### src/rtl/jtag_ir_dr.sv
// JTAG instruction register and data-register mux.
// It holds the IR, IDCODE and BYPASS chains and gates DR strobes out to an external user chain.
module jtag_ir_dr #(
    parameter int unsigned            IR_WIDTH   = 5,
    parameter logic [31:0]            IDCODE_VAL = 32'h1000_0001,
    parameter logic [IR_WIDTH-1:0]    OP_IDCODE  = IR_WIDTH'(5'b00001),
    parameter logic [IR_WIDTH-1:0]    OP_USER    = IR_WIDTH'(5'b01000),
    parameter logic [IR_WIDTH-1:0]    OP_BYPASS  = IR_WIDTH'(5'b11111)
) (
    input  logic                TCK,
    input  logic                TRST,
    input  logic                test_reset,
    input  logic                ir_capture,
    input  logic                ir_shift,
    input  logic                ir_update,
    input  logic                dr_capture,
    input  logic                dr_shift,
    input  logic                dr_update,
    input  logic                TDI,
    output logic                TDO,
    output logic                tdo_en,
    output logic [IR_WIDTH-1:0] instr,
    output logic                user_capture,
    output logic                user_shift,
    output logic                user_update,
    input  logic                user_tdo
);

    localparam int unsigned ID_WIDTH = 32;

    // IEEE 1149.1 requires the IR capture pattern to end in "01".
    localparam logic [IR_WIDTH-1:0] IR_CAPTURE = IR_WIDTH'(1);
    localparam logic [ID_WIDTH-1:0] ID_LOAD    = {IDCODE_VAL[ID_WIDTH-1:1], 1'b1};

    logic [IR_WIDTH-1:0] ir_sr;
    logic [ID_WIDTH-1:0] id_sr;
    logic                bypass_sr;
    logic                sel_id;
    logic                sel_user;

    // Every opcode that is neither IDCODE nor USER falls through to BYPASS, OP_BYPASS included.
    assign sel_id   = (instr == OP_IDCODE);
    assign sel_user = (instr == OP_USER);

    // Instruction path: capture > shift > update; test_reset forces IDCODE.
    always_ff @(posedge TCK) begin
        if (TRST) begin
            ir_sr <= IR_CAPTURE;
            instr <= OP_IDCODE;
        end else begin
            if (ir_capture) begin
                ir_sr <= IR_CAPTURE;
            end else if (ir_shift) begin
                ir_sr <= {TDI, ir_sr[IR_WIDTH-1:1]};
            end

            if (test_reset) begin
                instr <= OP_IDCODE;
            end else if (ir_update && !ir_capture && !ir_shift) begin
                instr <= ir_sr;
            end
        end
    end

    // Data path: only the selected internal register moves; update has no internal effect.
    always_ff @(posedge TCK) begin
        if (TRST) begin
            id_sr     <= ID_LOAD;
            bypass_sr <= 1'b0;
        end else if (dr_capture) begin
            if (sel_id) begin
                id_sr <= ID_LOAD;
            end else if (!sel_user) begin
                bypass_sr <= 1'b0;
            end
        end else if (dr_shift) begin
            if (sel_id) begin
                id_sr <= {TDI, id_sr[ID_WIDTH-1:1]};
            end else if (!sel_user) begin
                bypass_sr <= TDI;
            end
        end
    end

    assign user_capture = dr_capture & sel_user;
    assign user_shift   = dr_shift & sel_user;
    assign user_update  = dr_update & sel_user;
    assign tdo_en       = ir_shift | dr_shift;

    // Serial output mux; TDO is low whenever nothing is shifting.
    always_comb begin
        TDO = 1'b0;
        if (ir_shift) begin
            TDO = ir_sr[0];
        end else if (dr_shift) begin
            if (sel_id) begin
                TDO = id_sr[0];
            end else if (sel_user) begin
                TDO = user_tdo;
            end else begin
                TDO = bypass_sr;
            end
        end
    end

endmodule

### config.mk
export PLATFORM = sky130hd
export DESIGN_NAME = jtag_ir_dr
export DESIGN_NICKNAME = d
export VERILOG_FILES = /design/src/rtl/jtag_ir_dr.sv
export SDC_FILE = /design/constraint.sdc
export NUM_CORES = 1
export LEC_CHECK = 0
export CAP_MARGIN = 20
export CORE_ASPECT_RATIO = 0.5
export CORE_MARGIN = 2
export CORE_UTILIZATION = 40
export CTS_CLUSTER_SIZE = 20
export DETAILED_ROUTE_END_ITERATION = 16
export PLACE_DENSITY = 0.72
export SKIP_CTS_REPAIR_TIMING = 1
export SLEW_MARGIN = 25
export SYNTH_ARGS = -nofsm -noshare
export SYNTH_HDL_FRONTEND = slang
export SYNTH_SLANG_ARGS = --single-unit
export TNS_END_PERCENT = 30
### constraint.sdc
create_clock -name TCK -period 3.7 [get_ports TCK]
set_clock_uncertainty 0.15 [all_clocks]
set_input_delay 0.74 -clock TCK [delete_from_list [all_inputs] [get_ports TCK]]
set_output_delay 0.74 -clock TCK [all_outputs]
set_load 0.01 [all_outputs]
# Word-level counts from Yosys, hierarchy flattened
# Cells that the tools add are included.
# word_totals
regBits,43
n_memories,0
latchBits,0
wordCells,35
output_inout_bits,10
mem_bits_rw,0
romBits,0
inputBits,11
# op_classes
bitwise,6
mul,0
order_cmp,0
addsub,0
shift,0
div_mod_pow,0
mux,14
eq_ne,2
reduce_logical,9
# ops
operator,count
$mux W32,4
$mux W1,10
$eq A5 B1 Y1 const B,1
$eq A5 B4 Y1 const B,1
$reduce_or A2 Y1,2
$and A1 B1 Y1,3
$reduce_and A3 Y1,1
$logic_and A1 B1 Y1,2
$logic_not A1 Y1,2
$not A1 Y1,2
$reduce_and A2 Y1,1
$reduce_bool A2 Y1,1
$or A1 B1 Y1,1

# Depth between registers and ports, before layout
# Gate-level depths: netlist (run 1).
# depth
word_depth,5
mapped_depth,6
ltp_nobuf,4

# Worst setup path after synthesis (run 1)
# OpenSTA, ideal clock, no wires.
# synth_timing
path_type,input to output
start,input ir_shift
end,output TDO
stages,2
slack_ns,1.502
arrival_ns,1.308
required_ns,2.810
n_path_buf,1
cell_sequence,buf_2 o31ai_1
# synth_between
elab_chain_cells,1
# synth_lines
element,line_no,text
from (decl),14,"input logic ir_shift,"
$mux W1,93,if (ir_shift) begin
to (decl),20,"output logic TDO,"
# No other way between the ends.

# Worst setup path after layout (run 1)
# layout_timing
start,input user_tdo
end,output TDO
# layout_between
elab_chain_cells,4
# layout_lines
element,line_no,text
from (decl),26,input logic user_tdo
$mux W1,98,end else if (sel_user) begin
$mux W1,96,if (sel_id) begin
$mux W1,95,end else if (dr_shift) begin
$mux W1,93,
# No other way between the ends.

==> flow_metrics.py, run 1 <==
metrics = {
    "cells_and_area": {
        "diodes": 0,
        "layout-drive-gt1-share_pct": 8.65,
        "fin_nets": 195,
        "syn2layout_area_growth_pct": 18.4,
        "fin_cells": 239,
        "final_area_um2": 1970,
    },
    "placed_design": {
        "dpl.cell_count": 231,
        "dpl_cell_area_um2": 1850,
        "io_buffers": 20,
        "place.gp.congestion": 0.719,
        "dp_slack_ns": 0.599,
        "dp_hpwl_mm": 1.84,
    },
    "synth": {
        "synth_fa_ha_area_share_pct": 0,
        "synth.avg_cell_area_um2": 9.96,
        "syn_area_um2": 1660,
        "synthCells": 167,
        "synth_warnings": 0,
        "synth.area.mux_share_pct": 6.02,
        "synthXorXnorAreaFrac_pct": 0,
        "synth.yosys.seq_area_share_pct": 51.8,
        "synth.distinct_cells": 25,
        "syn_nets": 178,
        "synth_compound_area_share_pct": 17.2,
        "synth-edff-count": 0,
        "synthSimpleGateAreaFrac_pct": 18.9,
        "synth-seq-cells": 43,
        "synth-async-reset-ratio_pct": 0,
        "ys.flop_type": "dfxtp_1",
        "synth_top_family_by_area": "simple AND/OR/NAND/NOR gates",
    },
    "floorplan": {
        "initial_core_util_pct": 42.2,
        "io_pins": 21,
        "coreArea_um2": 3940,
        "die_x_um": 95.2,
        "die-area_um2": 4720,
        "die_h_um": 49.6,
        "core.rowCount": 16,
    },
    "clocking": {
        "tritoncts": "yes",
        "clk_path_buf_depth": 2,
        "clk_pin_slew_ns": 0.08,
        "clkLatencyLatePin_ns": 0.29,
        "root_buffer": "clkbuf_8",
        "cts_buffers": 5,
        "cts_sinks": 43,
        "h-tree-depth": 2,
    },
    "critical_path": {
        "reg2reg_slack_ns": 1.75,
        "critPathLaunchType": "input pin",
        "crit_fanout": 1,
        "regToRegStartpoint": "instr[4]$_SDFFE_PP0P_",
        "crit_path_end_kind": "primary output",
        "r2r-end": "id_sr[26]$_SDFFE_PP0P_",
        "arrival_ns": 2.23,
        "crit_required_ns": 2.81,
        "rr_worst_depth": 4,
        "worst-setup-path-type": "input pin to primary output",
    },
    "grt": {
        "grt_pass1_vias": 1047,
        "track_usage_pct": 13.3,
        "grt_remaining_overflow": 0,
        "grt_pass1_wl_mm": 4.73,
        "antenna_found_initial": 0,
        "grt_max_degree": 44,
    },
    "power": {
        "power_leakage_nw": 0.729,
        "vdd_ir_drop_max_mv": 0.163,
        "pwr_density_cell_nw_per_um2": 454,
    },
    "timing": {
        "rsz0062_at_grt": "false",
        "max_freq_ghz": 0.320,
        "slew-limit-headroom_pct": 58.1,
        "drv_slew": 0,
        "finalSetupTns_ns": 0,
        "tightest_slew_ns": 0.624,
        "fin_crit_ns": 3.12,
        "setup_viol": 0,
        "finalHoldViolCount": 0,
        "whs_ns": 0.346,
        "period_share_pct": 84.4,
        "layout_setup_ws_ns": 0.576,
    },
    "route": {
        "drc": 0,
        "via_per_inst": 5.09,
        "vias": 1216,
        "ant_nets": 0,
        "drt-initial-drc-count": 107,
        "routed_wl_mm": 2.94,
        "dr.pass1.iters": 4,
        "detail_route.wl_per_cell_um": 12.3,
    },
    "worst_hold_path": {
        "holdPathStages": 2,
        "hold_end": "bypass_sr$_SDFFE_PP0P_",
        "hp-class": "flop to flop",
        "min-delay-start": "bypass_sr$_SDFFE_PP0P_",
    },
    "status": {
        "status": "completed",
    },
    "flow_run": {
        "cap_violations": 0,
    },
}
[stage by stage]
step | util (%) | power, mW
global route | 49.9 | 0.933
CTS | 49.9 | 0.909
global placement | 46.9 | 0.531
finish | 49.9 | 0.894
floorplan | - | 0.517
detailed placement | 46.9 | 0.532
[logic make-up after synthesis]
family                 count (synthesis)
and+or+nand+nor                       62
DFF                                   43
AOI/OAI and AO/OA                     39
buffers and inverters                 13
muxes                                 10
[how the worst max path moves through the flow]
stage	startpoint	endpoint	slack, ns	cells past startpoint
3_5_place_dp	user_tdo	TDO	0.60	5
2_1_floorplan	ir_shift	TDO	1.50	2
3_3_place_gp	user_tdo	TDO	0.62	5
4_1_cts	user_tdo	TDO	0.58	5
5_1_grt	user_tdo	TDO	0.51	5
6_report	user_tdo	TDO	0.58	5
[state kept, by name, indices dropped and copies added (netlist names)]
signal and flops:
instr 5, ir_sr 5, id_sr 32, bypass_sr 1
[final cells by class]
cell class / instances / area, um2
Multi-Input combinational cell: 111 / 699
Sequential cell: 43 / 861
Clock inverter: 2 / 35.0
Clock buffer: 6 / 82.6
Tap cell: 54 / 67.6
Timing Repair Buffer: 23 / 223
Fill cell: 366 / 1980
[power breakdown]
part	switching (mW)	internal (mW)
clock network	0.155	0.218
registers	0.00218	0.466
logic	0.0297	0.0234
[routing by layer]
metal | wire, um | track usage (%)
met1 | 1430 | 16.4
met2 | 1310 | 20.5
met4 | 48 | 6.52
met5 | 0 | 0
met3 | 149 | 5.05
[critical path, cell delays in order]
cell and delay [ns]:
clkdlybuf4s50_1 0.46, a21o_1 0.11, a22oi_1 0.08, o31ai_1 0.27, clkdlybuf4s50_1 0.58
[placed cells by master, fill, tap and decap left out, drive strengths merged, types with 2 or more instances in the layout]
cell,n
and3,4
a22oi,31
dfxtp,43
buf,3
nand2,5
nand3b,2
clkdlybuf4s50,20
o21ai,2
mux2i,10
o21bai,2
nor2,33
nor3,9
nor2b,7
clkbuf,6
[synth_stat cells, types with 2 or more instances]
| cell type | instances | share of area, % |
|---|---|---|
| mux2i_1 | 10 | 6.0 |
| and3_1 | 4 | 1.5 |
| nor2b_1 | 6 | 2.3 |
| buf_8 | 3 | 2.7 |
| o21ai_0 | 2 | 0.60 |
| nand2_1 | 5 | 1.1 |
| clkbuf_1 | 5 | 1.1 |
| a22oi_1 | 31 | 14 |
| nor2_1 | 33 | 7.4 |
| nor3_1 | 8 | 2.4 |
| clkbuf_4 | 3 | 1.4 |
| o21bai_1 | 2 | 0.90 |
| dfxtp_1 | 43 | 52 |
No activity file was read; power rests on OpenSTA's default activity.
==> inputs of run 2 (changes only) <==
==> constraint.sdc (replaced) <==
create_clock -name TCK -period 2.9 [get_ports TCK]
set_clock_uncertainty 0.15 [all_clocks]
set_input_delay 0.58 -clock TCK [delete_from_list [all_inputs] [get_ports TCK]]
set_output_delay 0.58 -clock TCK [all_outputs]
set_load 0.01 [all_outputs]
==> run 2 against run 1 <==
Clock-buffer cell count is 1 lower. Sequential cell count is the same. Register-to-register slack got worse by 0.57 ns. First-iteration DRC count down 40%.
==> flow_metrics.py, run 2 (synthesized netlist as in run 1, its figures left out) <==
metrics = {
    "grt": {
        "track_usage_pct": 13.0,
        "grt_remaining_overflow": 0,
        "grt_pass1_wl_mm": 4.75,
        "antenna_found_initial": 0,
        "grt_pass1_vias": 1040,
        "grt_max_degree": 33,
    },
    "clocking": {
        "tritoncts": "yes",
        "cts_buffers": 5,
        "clk_pin_slew_ns": 0.07,
        "root_buffer": "clkbuf_8",
        "clk_path_buf_depth": 2,
        "clkLatencyLatePin_ns": 0.29,
        "cts_sinks": 43,
        "h-tree-depth": 2,
    },
    "timing": {
        "fin_crit_ns": 2.77,
        "tightest_slew_ns": 0.529,
        "drv_slew": 0,
        "finalSetupTns_ns": 0,
        "finalHoldViolCount": 0,
        "rsz0062_at_grt": "false",
        "slew-limit-headroom_pct": 64.6,
        "max_freq_ghz": 0.361,
        "period_share_pct": 95.5,
        "whs_ns": 0.341,
        "setup_viol": 0,
    },
    "floorplan": {
        "die-area_um2": 4720,
        "io_pins": 21,
        "core.rowCount": 16,
        "coreArea_um2": 3940,
        "die_x_um": 95.2,
        "die_h_um": 49.6,
        "initial_core_util_pct": 42.2,
    },
    "critical_path": {
        "critPathLaunchType": "input pin",
        "worst-setup-path-type": "input pin to primary output",
        "critPathMaxStageDelay_ns": 0.58,
        "cp_cell_sequence": "clkdlybuf4s50_1, a21o_1, a22oi_1, o31ai_1, clkdlybuf4s50_1",
        "crit_fanout": 1,
        "crit_required_ns": 2.17,
        "crit_path_end_kind": "primary output",
        "cp_common_cell": "clkdlybuf4s50_1",
        "crit_slowest_cell": "clkdlybuf4s50_1",
        "arrival_ns": 2.04,
    },
    "placed_design": {
        "place.gp.congestion": 0.709,
        "io_buffers": 20,
        "dp_hpwl_mm": 1.92,
    },
    "cells_and_area": {
        "syn2layout_area_growth_pct": 19.4,
        "fillerInstances": 368,
        "layout_common_cells": "dfxtp_1 (43), nor2_1 (33), a22oi_1 (31)",
        "diodes": 0,
        "layout-drive-gt1-share_pct": 10.1,
        "regMostFlops": "id_sr",
        "largest_register_ff_count": 32,
        "fin_nets": 198,
        "layout_commonest_cell": "dfxtp_1",
        "reg.largest.list": "id_sr (32), instr (5), ir_sr (5)",
    },
    "power": {
        "pwr_density_cell_nw_per_um2": 567,
        "vdd_ir_drop_max_mv": 0.229,
        "power_leakage_nw": 0.741,
        "power_mw": 1.13,
    },
    "route": {
        "via_per_inst": 5.15,
        "drt-initial-drc-count": 64,
        "ant_nets": 0,
        "dr.pass1.iters": 4,
        "drc": 0,
        "vias": 1246,
        "detail_route.wl_per_cell_um": 11.8,
        "routed_wl_mm": 2.85,
    },
    "flow_run": {
        "cap_violations": 0,
    },
    "status": {
        "status": "completed",
    },
    "worst_hold_path": {
        "hp-class": "flop to flop",
    },
}
[run 2: cell types whose count changed in the layout (fill, tap and decap cells not counted), sizes merged]
cell    before  now
buf          3    6
clkbuf       6    5
clkinv       1    2
[run 2: path summary, 6_finish.rpt]
kind         slack (ns)  depth (start not counted)                   start                     end
max                0.13                          5                user_tdo                     TDO
min                0.34                          2  bypass_sr$_SDFFE_PP0P_  bypass_sr$_SDFFE_PP0P_
max reg2reg        1.18                          5   instr[4]$_SDFFE_PP0P_  id_sr[28]$_SDFFE_PP1P_
min reg2reg        0.34                          2  bypass_sr$_SDFFE_PP0P_  bypass_sr$_SDFFE_PP0P_
[run 2: per-stage QoR]
stage	setup WS [ns]	util (%)	instance area, um2	cells
2_1_floorplan	0.897	-	1660	167
4_1_cts	0.133	50.3	1990	242
3_3_place_gp	0.136	47.5	1870	234
5_1_grt	0.0615	50.3	1990	242
3_5_place_dp	0.143	47.5	1870	234
6_report	0.131	50.3	1990	242
[run 2: where the power goes]
group	internal (mW)	leakage, nW	total, mW	switching [mW]
clock	0.256	0.0581	0.457	0.201
sequential	0.594	0.347	0.597	0.00287
combinational	0.0317	0.336	0.0706	0.0388
[run 2: layer usage]
metal	wire (um)	GRT usage, %
met5	0	0
met1	1450	16.7
met4	27	3.62
met2	1220	20.2
met3	152	5.20
[run 2: area by class of cell]
class | count | area (um2) | share of cell area, %
timing repair buffer | 26 | 245 | 12.4
multi-input combinational | 111 | 699 | 35.2
sequential | 43 | 861 | 43.4
tap | 54 | 67.6 | 3.40
clock inverter | 3 | 43.8 | 2.21
clock buffer | 5 | 68.8 | 3.47
[run 2: critical path: cells and delay by family]
kind	cells	cell delay, ns
AOI/OAI and AO/OA	3	0.43
buffers and inverters	2	1.03
